`config.mk`:
```
export PLATFORM = sky130hd
export DESIGN_NAME = instruction_fetch_unit_flat
export DESIGN_NICKNAME = d
export VERILOG_FILES = /design/src/rtl/rv32i_pkg.sv /design/src/rtl/instruction_fetch_unit_if.sv /design/src/rtl/instruction_fetch_unit_bht.sv /design/src/rtl/instruction_fetch_unit.sv /design/src/flat_wrapper.sv
export SDC_FILE = /design/constraint.sdc
export NUM_CORES = 1
export LEC_CHECK = 0
export CORE_MARGIN = 2
export CORE_UTILIZATION = 49
export DETAILED_ROUTE_END_ITERATION = 6
export PLACE_DENSITY = 0.89
export SLEW_MARGIN = 20
export SYNTH_ARGS = -nofsm -noshare
export SYNTH_HDL_FRONTEND = slang
export SYNTH_SLANG_ARGS = --single-unit
```
`constraint.sdc`:
```
create_clock -name clk -period 5.3 [get_ports clk]
set_input_delay 1.06 -clock clk [delete_from_list [all_inputs] [get_ports clk]]
set_output_delay 1.06 -clock clk [all_outputs]
set_load 0.01 [all_outputs]
```
`src/rtl/rv32i_pkg.sv`:
```
// -----------------------------------------------------------------------------
// rv32i_pkg
// Shared RV32I constants used by the fetch stage:
//   - major opcodes that the fetch-stage predictor recognises (JAL, BRANCH)
//   - 2-bit branch-history counter encodings
// No ports (package).
// -----------------------------------------------------------------------------
package rv32i_pkg;

    localparam logic [6:0] OPCODE_JAL    = 7'b1101111;
    localparam logic [6:0] OPCODE_BRANCH = 7'b1100011;

    // Saturating branch-history counter; MSB set means "predict taken".
    typedef enum logic [1:0] {
        SNT = 2'b00,  // strongly not-taken
        WNT = 2'b01,  // weakly not-taken
        WT  = 2'b10,  // weakly taken
        ST  = 2'b11   // strongly taken
    } bht_ctr_e;

endpackage

```
`src/rtl/instruction_fetch_unit_if.sv`:
```
// -----------------------------------------------------------------------------
// instruction_fetch_unit_if
// Instruction-memory bus between the fetch unit and the instruction memory.
//   imem_addr  : fetch address (the current PC), driven by the fetch unit
//   imem_rdata : instruction word, combinational read of imem_addr
// Modports:
//   master : fetch unit side (drives address, receives data)
//   slave  : memory side (receives address, drives data)
// -----------------------------------------------------------------------------
interface instruction_fetch_unit_if #(
    parameter int XLEN = 32
);
    logic [XLEN-1:0] imem_addr;
    logic [31:0]     imem_rdata;

    modport master (output imem_addr, input imem_rdata);
    modport slave  (input imem_addr, output imem_rdata);
endinterface

```
`src/rtl/instruction_fetch_unit_bht.sv`:
```
// -----------------------------------------------------------------------------
// branch_history_table
// Table of 2-bit saturating counters used for conditional-branch prediction.
// One combinational read port (prediction) and one synchronous update port
// (branch resolution). A read and an update to the same entry in one cycle
// returns the pre-update value; the new value is visible the next cycle.
// Ports:
//   clk          : clock, rising edge
//   reset        : asynchronous active-high reset, all counters -> WNT
//   rd_idx_i     : prediction read index
//   rd_ctr_o     : counter value at rd_idx_i
//   upd_valid_i  : a conditional branch resolved this cycle
//   upd_idx_i    : index of the resolved branch
//   upd_taken_i  : actual outcome of the resolved branch
// -----------------------------------------------------------------------------
module branch_history_table
    import rv32i_pkg::*;
#(
    parameter int ENTRIES = 16,
    parameter int IDX_W   = $clog2(ENTRIES)
) (
    input  logic             clk,
    input  logic             reset,
    input  logic [IDX_W-1:0] rd_idx_i,
    output logic [1:0]       rd_ctr_o,
    input  logic             upd_valid_i,
    input  logic [IDX_W-1:0] upd_idx_i,
    input  logic             upd_taken_i
);

    bht_ctr_e ctr_q [ENTRIES];
    bht_ctr_e ctr_d;

    // Saturating step: move one state towards taken or not-taken.
    function automatic bht_ctr_e ctr_next(input bht_ctr_e cur, input logic taken);
        bht_ctr_e nxt;
        case (cur)
            SNT:     nxt = taken ? WNT : SNT;
            WNT:     nxt = taken ? WT  : SNT;
            WT:      nxt = taken ? ST  : WNT;
            default: nxt = taken ? ST  : WT;
        endcase
        return nxt;
    endfunction

    assign ctr_d    = ctr_next(ctr_q[upd_idx_i], upd_taken_i);
    assign rd_ctr_o = ctr_q[rd_idx_i];

    always_ff @(posedge clk or posedge reset) begin
        if (reset) begin
            for (int i = 0; i < ENTRIES; i++) begin
                ctr_q[i] <= WNT;
            end
        end else if (upd_valid_i) begin
            ctr_q[upd_idx_i] <= ctr_d;
        end
    end

endmodule

```
`src/rtl/instruction_fetch_unit.sv`:
```
// -----------------------------------------------------------------------------
// instruction_fetch_unit
// IF stage: holds the PC, fetches from instruction memory with zero-cycle
// latency, predicts JAL (always taken) and conditional branches (BHT MSB),
// and selects the next PC.
// Ports:
//   clk, reset          : clock / asynchronous active-high reset
//   stall               : hold PC this cycle
//   ex_mispredict       : redirect PC to ex_redirect_pc (word aligned)
//   ex_redirect_pc      : correct next PC from EX
//   ex_branch_valid     : conditional branch resolved in EX (BHT update)
//   ex_branch_pc        : PC of the resolved branch
//   ex_branch_taken     : actual outcome of the resolved branch
//   imem                : instruction-memory bus (master)
//   IF_pc               : current PC
//   IF_pc_plus_4        : PC + 4 (wraps modulo 2^XLEN)
//   IF_instruction      : fetched instruction word
//   IF_branch_estimation: fetched instruction predicted taken
// -----------------------------------------------------------------------------
module instruction_fetch_unit
    import rv32i_pkg::*;
#(
    parameter int              XLEN        = 32,
    parameter int              BHT_ENTRIES = 16,
    parameter logic [XLEN-1:0] RESET_PC    = 32'h0000_0000
) (
    input  logic                clk,
    input  logic                reset,
    input  logic                stall,
    input  logic                ex_mispredict,
    input  logic [XLEN-1:0]     ex_redirect_pc,
    input  logic                ex_branch_valid,
    input  logic [XLEN-1:0]     ex_branch_pc,
    input  logic                ex_branch_taken,
    instruction_fetch_unit_if.master imem,
    output logic [XLEN-1:0]     IF_pc,
    output logic [XLEN-1:0]     IF_pc_plus_4,
    output logic [31:0]         IF_instruction,
    output logic                IF_branch_estimation
);

    localparam int IDX_W = $clog2(BHT_ENTRIES);

    logic [XLEN-1:0] pc_q, pc_d;
    logic [XLEN-1:0] pc_plus_4;
    logic [XLEN-1:0] j_imm, b_imm, target;
    logic [31:0]     instr;
    logic [6:0]      opcode;
    logic [1:0]      bht_ctr;
    logic            predict_taken;

    assign instr     = imem.imem_rdata;
    assign opcode    = instr[6:0];
    assign pc_plus_4 = pc_q + XLEN'(4);

    // Immediates are sign-extended from instr[31] to the full datapath width.
    assign j_imm = {{(XLEN-20){instr[31]}}, instr[19:12], instr[20], instr[30:21], 1'b0};
    assign b_imm = {{(XLEN-12){instr[31]}}, instr[7], instr[30:25], instr[11:8], 1'b0};

    branch_history_table #(
        .ENTRIES (BHT_ENTRIES),
        .IDX_W   (IDX_W)
    ) u_bht (
        .clk         (clk),
        .reset       (reset),
        .rd_idx_i    (pc_q[IDX_W+1:2]),
        .rd_ctr_o    (bht_ctr),
        .upd_valid_i (ex_branch_valid),
        .upd_idx_i   (ex_branch_pc[IDX_W+1:2]),
        .upd_taken_i (ex_branch_taken)
    );

    // Word-offset bits of the redirect/branch addresses play no role here.
    logic unused_bits;
    assign unused_bits = ^{ex_redirect_pc[1:0], ex_branch_pc[XLEN-1:IDX_W+2], ex_branch_pc[1:0]};

    // Predecode: JAL always taken; conditional branch follows the counter MSB.
    // JALR needs a register value, so it is never predicted here.
    always_comb begin
        predict_taken = 1'b0;
        target        = pc_plus_4;
        case (opcode)
            OPCODE_JAL: begin
                predict_taken = 1'b1;
                target        = pc_q + j_imm;
            end
            OPCODE_BRANCH: begin
                predict_taken = bht_ctr[1];
                target        = pc_q + b_imm;
            end
            default: ;
        endcase
    end

    // Next PC priority: EX redirect, then stall, then prediction, then PC+4.
    always_comb begin
        pc_d = pc_plus_4;
        if (ex_mispredict) begin
            pc_d = {ex_redirect_pc[XLEN-1:2], 2'b00};
        end else if (stall) begin
            pc_d = pc_q;
        end else if (predict_taken) begin
            pc_d = target;
        end
    end

    always_ff @(posedge clk or posedge reset) begin
        if (reset) begin
            pc_q <= RESET_PC;
        end else begin
            pc_q <= pc_d;
        end
    end

    assign imem.imem_addr       = pc_q;
    assign IF_pc                = pc_q;
    assign IF_pc_plus_4         = pc_plus_4;
    assign IF_instruction       = instr;
    assign IF_branch_estimation = predict_taken;

endmodule

```
`src/flat_wrapper.sv`:
```
// flat-port wrapper written by rule: the top's interface ports become plain ports
module instruction_fetch_unit_flat import rv32i_pkg::*;
#(
    parameter int              XLEN        = 32,
    parameter int              BHT_ENTRIES = 16,
    parameter logic [XLEN-1:0] RESET_PC    = 32'h0000_0000
)
  (clk, reset, stall, ex_mispredict, ex_redirect_pc, ex_branch_valid, ex_branch_pc, ex_branch_taken, IF_pc, IF_pc_plus_4, IF_instruction, IF_branch_estimation, imem_imem_addr, imem_imem_rdata);
  instruction_fetch_unit_if #(.XLEN(XLEN)) imem_i ();
  input  logic clk;
  input  logic reset;
  input  logic stall;
  input  logic ex_mispredict;
  input  logic [XLEN-1:0] ex_redirect_pc;
  input  logic ex_branch_valid;
  input  logic [XLEN-1:0] ex_branch_pc;
  input  logic ex_branch_taken;
  output logic [XLEN-1:0] IF_pc;
  output logic [XLEN-1:0] IF_pc_plus_4;
  output logic [31:0] IF_instruction;
  output logic IF_branch_estimation;
  output wire logic [$bits(imem_i.imem_addr)-1:0] imem_imem_addr;
  input wire logic [$bits(imem_i.imem_rdata)-1:0] imem_imem_rdata;
  assign imem_imem_addr = imem_i.imem_addr;
  assign imem_i.imem_rdata = imem_imem_rdata;
  instruction_fetch_unit #(.XLEN(XLEN), .BHT_ENTRIES(BHT_ENTRIES), .RESET_PC(RESET_PC)) u_core (.clk(clk), .reset(reset), .stall(stall), .ex_mispredict(ex_mispredict), .ex_redirect_pc(ex_redirect_pc), .ex_branch_valid(ex_branch_valid), .ex_branch_pc(ex_branch_pc), .ex_branch_taken(ex_branch_taken), .imem(imem_i), .IF_pc(IF_pc), .IF_pc_plus_4(IF_pc_plus_4), .IF_instruction(IF_instruction), .IF_branch_estimation(IF_branch_estimation));
endmodule
```
Word-level counts from Yosys, hierarchy flattened
Cells that the tools add are included.
{"block": "word_totals", "output_inout_bits": 129, "latchBits": 0, "rom_bits": 0, "n_memories": 0, "mem_bits_rw": 0, "word_cells": 51, "ff_bits": 64}
{"block": "op_classes", "addsub": 3, "n_eq_ne": 5, "n_reduce_logical": 2, "n_bitwise": 2, "magnitude_cmp": 3, "multipliers": 0, "n_div": 0, "mux": 19, "n_shift": 0}
{"operator": "$mux W32", "count": 3}
{"operator": "$add A32 B32 Y32", "count": 2}
{"operator": "$pmux W32 S2", "count": 1}
{"operator": "$add A32 B3 Y32 const B", "count": 1}
{"operator": "$bwmux W32", "count": 1}
{"operator": "$bmux W2 S4", "count": 2}
{"operator": "$eq A7 B7 Y1 const B", "count": 2}
{"operator": "$mux W2", "count": 7}
{"operator": "$ge A5 B5 Y1 const B", "count": 2}
{"operator": "$not A4 Y5", "count": 2}
{"operator": "$demux W2 S4", "count": 1}
{"operator": "$pmux W2 S3", "count": 1}
{"operator": "$lt A5 B1 Y1 const B", "count": 1}
{"operator": "$eq A2 B1 Y1 const B", "count": 1}
{"operator": "$eq A2 B2 Y1 const B", "count": 1}
{"operator": "$logic_not A2 Y1", "count": 1}
{"operator": "$mux W1", "count": 2}
{"operator": "$ne A2 B1 Y1 const B", "count": 1}
{"operator": "$pmux W1 S2", "count": 1}
{"operator": "$logic_and A1 B1 Y1", "count": 1}

Longest topological paths before layout
{"block": "depth", "word_depth": 8, "depth_mapped": 17, "depth_no_buf": 15}

Modules after synthesis
A second synthesis with hierarchy kept.
{"block": "hier_totals", "hier_cells": 756, "hier_area_um2": 6426.2}
{"module": "instruction_fetch_unit", "area_per_inst_um2": 4518.1, "seq_area_each_um2": 775.7, "instances": 1, "cells_per_inst": 610}
{"module": "branch_history_table", "area_per_inst_um2": 1908.1, "seq_area_each_um2": 820.8, "instances": 1, "cells_per_inst": 146}

Worst setup path before layout
OpenSTA, ideal clock, no wires.
{"block": "synth_timing", "path_type": "input port to flip-flop", "startpoint": "input port imem_imem_rdata[6]", "endpoint": "register u_core.pc_q[31] (netlist: u_core.IF_pc[31])", "cell_stages": 16, "t_arrival_ns": 4.376, "required_ns": 5.159, "path_slack_ns": 0.782, "setup_ns": 0.141, "path_cell_list": "nor2b_1 > nand4_1 > or3_1 > clkbuf_1 > clkbuf_1 > mux2_2 > fa_1 > a211oi_1 > nor2_1 > o41ai_1 > o21ai_0 > a211oi_1 > o31ai_1 > a21oi_1 > xnor2_1 > o221ai_1"}
{"block": "synth_via", "elab_chain_cells": 5, "elab_cells_between_ends": 7}
{"item": "start, declared", "line": "flat_wrapper.sv:23", "source": "input wire logic [$bits(imem_i.imem_rdata)-1:0] imem_imem_rdata;"}
{"item": "$eq A7 B7 Y1", "line": "instruction_fetch_unit.sv:82", "source": "case (opcode)"}
{"item": "$pmux W32 S2 / $pmux W1 S2 (equally long branches)", "line": "instruction_fetch_unit.sv:82"}
{"item": "$mux W32 (*)", "line": "instruction_fetch_unit.sv:102", "source": "end else if (predict_taken) begin"}
{"item": "$mux W32 (*)", "line": "instruction_fetch_unit.sv:100", "source": "end else if (stall) begin"}
{"item": "$mux W32 (*)", "line": "instruction_fetch_unit.sv:98", "source": "if (ex_mispredict) begin"}
{"item": "end signal, assigned", "line": "instruction_fetch_unit.sv:111", "source": "pc_q <= pc_d;"}
{"item": "end, declared", "line": "instruction_fetch_unit.sv:44", "source": "logic [XLEN-1:0] pc_q, pc_d;"}
Every way passes the cells marked *; elsewhere a longest branch is shown, timed or not. The select of a mux whose other input is x is not followed.
A chain may end at the register's enable or synchronous reset.

Worst setup path in the final report
{"block": "layout_timing", "startpoint": "input port imem_imem_rdata[6]", "endpoint": "register u_core.pc_q[23] (netlist: u_core.IF_pc[23])"}
The elaborated chain is that of the path after synthesis.

==> results.md <==
Outcome:
- The run finished with clean final reports.

Power and ir drop:
- The total power density per cell area is 280.1 nW/um^2.
- The switching share of power is 33.55%.
- The power share of the combinational group is 41.2%.
- The analysis attributes to net switching a power of 0.7677 mW.
- The peak supply drop is 160.7 uV.
- The relative contribution of the clock network to total power is 26.4%.
- In this run, flip-flops and latches consume 32.3% of the power.
- In this run the static leakage power is 3.401 nW.
- The internal portion of the total power is approximately 1.5 mW.

Global route:
- Across every metal layer, demand over resource in global routing totals 27.41%.
- The number of antenna violations at the first check in global routing is 0.
- The remaining global-route overflow is 0.
- Entering global routing, the biggest net connects 43 pins.
- The first-pass GRT wire length is 28750 um.
- The number of global-route vias before repair is 5622.

Logic synthesis:
- The average cell area after synthesis is 8.774 sq um.
- Of the synthesized area, sequential elements account for 25.99%.
- The warning count from the yosys run is 0.
- In the synthesized netlist, the number of instances is 700.
- The post-synthesis sequential element count is 63.
- After synthesis, the netlist uses 61 different library cells.
- In the synthesized netlist the dominant register cell turns out to be sky130_fd_sc_hd__dfrtp_1.
- Counting flops with an async set or reset pin after synthesis yields a share of between 90% and 100%.
- The number of flops mapped to enable cells by yosys is 0.
- The share of Yosys cell area claimed by the top area cell type is 19.15%.
- The synthesized netlist occupies a cell area of 6142 sq um.
- The post-synthesis cell type with the largest combined area is sky130_fd_sc_hd__dfrtp_1.
- Yosys attributes the largest share of cell area to sky130_fd_sc_hd__dfrtp_1 (19%), sky130_fd_sc_hd__buf_4 (8.3%), sky130_fd_sc_hd__mux2_2 (7.0%), sky130_fd_sc_hd__ha_1 (6.9%), sky130_fd_sc_hd__dfstp_2 (6.8%).

Floorplan:
- The floorplan step set the die width to roughly 120 um.
- The overall die area is around 13000 sq um.
- In this run the count of I/O pins placed on the die edge is 231.
- The total core area is between 10000 and 15000 sq um.
- The count of standard-cell rows is 40.
- Once the floorplan was initialized, standard cells occupied 50.71% of the core.
- The floorplan step set the die height to 116.0 um.

STA:
- The routed design could run at a clock period as short as around 5 ns.
- On the final layout, the worst hold slack is 0.5371 ns.
- The final-report max-slew violation count came to 0.
- For the pin with the worst max-slew slack, the measured transition is 0.7821 ns.
- Setup repair after global routing left no endpoint under its margin.
- The final hold violation count is 0.
- The final worst-path cycle share is a little over nine tenths.
- The remaining max-slew budget at the tightest pin is 47.80%.
- The final count of negative-setup-slack endpoints is 0.
- The worst-case clock skew is 0.008105 ns.
- The upper clock frequency limit is 200.7 MHz.

Detailed routing:
- After detailed routing, the total wire length is 18590 um.
- The first routing iteration left 588 violations.
- The per-cell routed wire length is 18.44 um.
- After detailed routing, the number of vias per cell comes to about 5.9.
- The vias after detailed routing is 5979.
- In the routed design, unresolved DRC markers number 0.
- The number of detailed-route iterations in the first pass is 5.
- The antenna violation net count after detailed routing is 0.

Placed design:
- The global placement routability congestion is around 0.92.
- The number of buffers inserted by port buffering is ~200.
- The count of placed standard cells including taps is roughly 990.
- The placed wire-length estimate after detailed placement is approximately 14000 um.

CTS:
- The clock slew at the register clock pins of the worst setup and hold paths is 0.06 ns.
- The clock latency on the worst-skew pair is 0.34 ns.
- The clock tree from TritonCTS is done.
- Post-CTS repair changed the size of 0 cells.
- Counting the buffers created by CTS gives 9.
- The worst-case clock buffer depth is 2.
- The tree is rooted in a sky130_fd_sc_hd__clkbuf_16.
- After clock tree synthesis, the flow added hold-fix buffers numbering 0.
- The clock tree synthesis step divided the H-tree into 3 levels.
- The number of buffers inserted by post-CTS setup repair is 0.
- The number of sinks on the clock net is 63.

Worst hold path:
- The tightest min-delay check is of the reg2reg type.

Setup path:
- The required time of the worst setup path is 5.50 ns.
- Of all nets on the critical path, the largest fanout is 4.
- The endpoint class of the critical path is a flip-flop.
- The data arrival time at the worst-slack endpoint is 5.18 ns.
- The beginning of the critical path is imem_imem_rdata[6].
- The number of cell instances on the worst register-to-register path is 9.
- The endpoint of the worst-slack reg-to-reg timing path is u_core.IF_pc[29]$_DFFE_PP0N_.
- The capturing element of the worst setup path is u_core.IF_pc[23]$_DFFE_PP0N_.
- By startpoint and endpoint, the worst setup path is classified as in2reg.
- The worst register-to-register path begins at u_core.IF_pc[4]$_DFFE_PP0N_.
- The worst setup path is launched from a primary input.
- In this run the register-to-register setup slack is 2.02 ns.

Job:
- The max-capacitance violation count is 0.

Final layout:
- The fraction of layout instances using a drive strength above 1 is 13.69%.
- 0 antenna diodes ended up in the layout.
- From synthesis to final layout, the design area changed by 33.02%.
- The most frequent standard cell in the layout excluding fill and tap cells is sky130_fd_sc_hd__clkdlybuf4s50_1.
- The net count reported at finish is 972.
- After filler insertion, the fill cell instance count of the layout stands at 934.
- The end-of-flow core utilization is 67.46%.
- After the flow finishes, the layout carries non-filler instances totaling approximately 1000.
- Leaving out fill and tap cells, the most frequent cells in the layout are sky130_fd_sc_hd__clkdlybuf4s50_1 (197), sky130_fd_sc_hd__nor2_1 (51), sky130_fd_sc_hd__nand2_1 (51).
## layer usage
layer / global-route usage (%) / share of wire [%]
met1: 36.80 / 42
met2: 44.25 / 47
met3: 4.027 / 8.5
met4: 11.90 / 2.7
met5: 0 / 0
## sequential cells by signal (all words and copies together), names as in the netlist
register,count
u_core.u_bht.ctr_q,32
u_core.IF_pc,31
## worst max-delay path, stage by stage
cell                              delay (ns)
sky130_fd_sc_hd__clkdlybuf4s50_1        0.47
sky130_fd_sc_hd__nor2b_1                0.18
sky130_fd_sc_hd__nand4_1                0.14
sky130_fd_sc_hd__or3_1                  0.43
sky130_fd_sc_hd__mux2_2                 0.33
sky130_fd_sc_hd__ha_1                   0.22
sky130_fd_sc_hd__fa_1                   0.43
sky130_fd_sc_hd__a211oi_1               0.29
sky130_fd_sc_hd__nor2_1                 0.13
sky130_fd_sc_hd__o41ai_2                0.27
sky130_fd_sc_hd__o21ai_0                0.23
sky130_fd_sc_hd__buf_4                  0.20
sky130_fd_sc_hd__a21o_1                 0.17
sky130_fd_sc_hd__o21ai_0                0.31
sky130_fd_sc_hd__xor2_1                 0.21
sky130_fd_sc_hd__o22ai_1                0.10
## cell usage after synthesis (all sizes together), types with 3 or more instances
master and count:
nand2b 7, a211oi 7, a221oi 5, mux2 38, and2 7, o21bai 7, nand3b 5, mux2i 6
buf 78, o311ai 9, a21oi 37, a31oi 7, dfrtp 47, inv 21, nand4 14, clkbuf 21
o211ai 8, nand3 15, nor2b 3, ha 34, xnor2 41, o22ai 4, nor3 8, xor2 12
nor2 51, nand2 51, mux4 14, or3 9, dfstp 16, o31ai 3, o21ai 48, o21a 5
a21o 26, and3 10
## power by group through the flow
stage | Sequential, mW | Combinational [mW] | Clock (mW)
after CTS | 0.737 | 0.937 | 0.608
final | 0.740 | 0.943 | 0.605
after global placement | 0.735 | 0.907 | 0
after detailed placement | 0.744 | 0.926 | 0
after global routing | 0.757 | 1.02 | 0.627
after floorplan | 0.711 | 0.628 | 0
## stage by stage
| step | TNS (ns) | power, mW | setup WS [ns] | instance area (sq um) |
|---|---|---|---|---|
| floorplan | 0 | 1.338 | 0.7821 | 6150 |
| global placement | -0.08161 | 1.642 | -0.05456 | 7861 |
| detailed placement | -0.4162 | 1.670 | -0.1155 | 7861 |
| CTS | 0 | 2.282 | 0.1657 | 8162 |
| global route | 0 | 2.405 | 0.001978 | 8170 |
| finish | 0 | 2.288 | 0.3167 | 8170 |
## how the worst min path moves through the flow
| stage | startpoint | to | cells past startpoint |
|---|---|---|---|
| floorplan | u_core.u_bht.ctr_q[15]$_DFFE_PP0P_ | u_core.u_bht.ctr_q[15]$_DFFE_PP0P_ | 1 |
| CTS | u_core.u_bht.ctr_q[3]$_DFFE_PP0P_ | u_core.u_bht.ctr_q[3]$_DFFE_PP0P_ | 1 |
| global placement | u_core.u_bht.ctr_q[13]$_DFFE_PP0P_ | u_core.u_bht.ctr_q[13]$_DFFE_PP0P_ | 1 |
| detailed placement | u_core.u_bht.ctr_q[25]$_DFFE_PP0P_ | u_core.u_bht.ctr_q[25]$_DFFE_PP0P_ | 1 |
| global route | u_core.u_bht.ctr_q[7]$_DFFE_PP0P_ | u_core.u_bht.ctr_q[7]$_DFFE_PP0P_ | 1 |
| finish | u_core.u_bht.ctr_q[3]$_DFFE_PP0P_ | u_core.u_bht.ctr_q[3]$_DFFE_PP0P_ | 1 |
## cells by family after synthesis
| kind of cell | share of synthesized area (%) |
|---|---|
| AND/OR/NAND/NOR | 14.65 |
| AO/OA/AOI/OAI | 19.17 |
| buffers and inverters | 11.88 |
| flip-flops | 25.99 |
| multiplexers | 13.08 |
| XOR/XNOR | 7.557 |
| adder cells (fa/ha/maj) | 7.619 |
| other | 0.06105 |
## final cells by class
class	instances	area [sq um]	area share, %
Clock inverter	5	57.56	0.7044
Inverter	21	78.83	0.9648
Clock buffer	11	242.7	2.971
Tap cell	168	210.2	2.573
Timing Repair Buffer	221	2152	26.34
Sequential cell	63	1597	19.54
Multi-Input combinational cell	519	3832	46.91
Power figures use the tool's default switching activity.
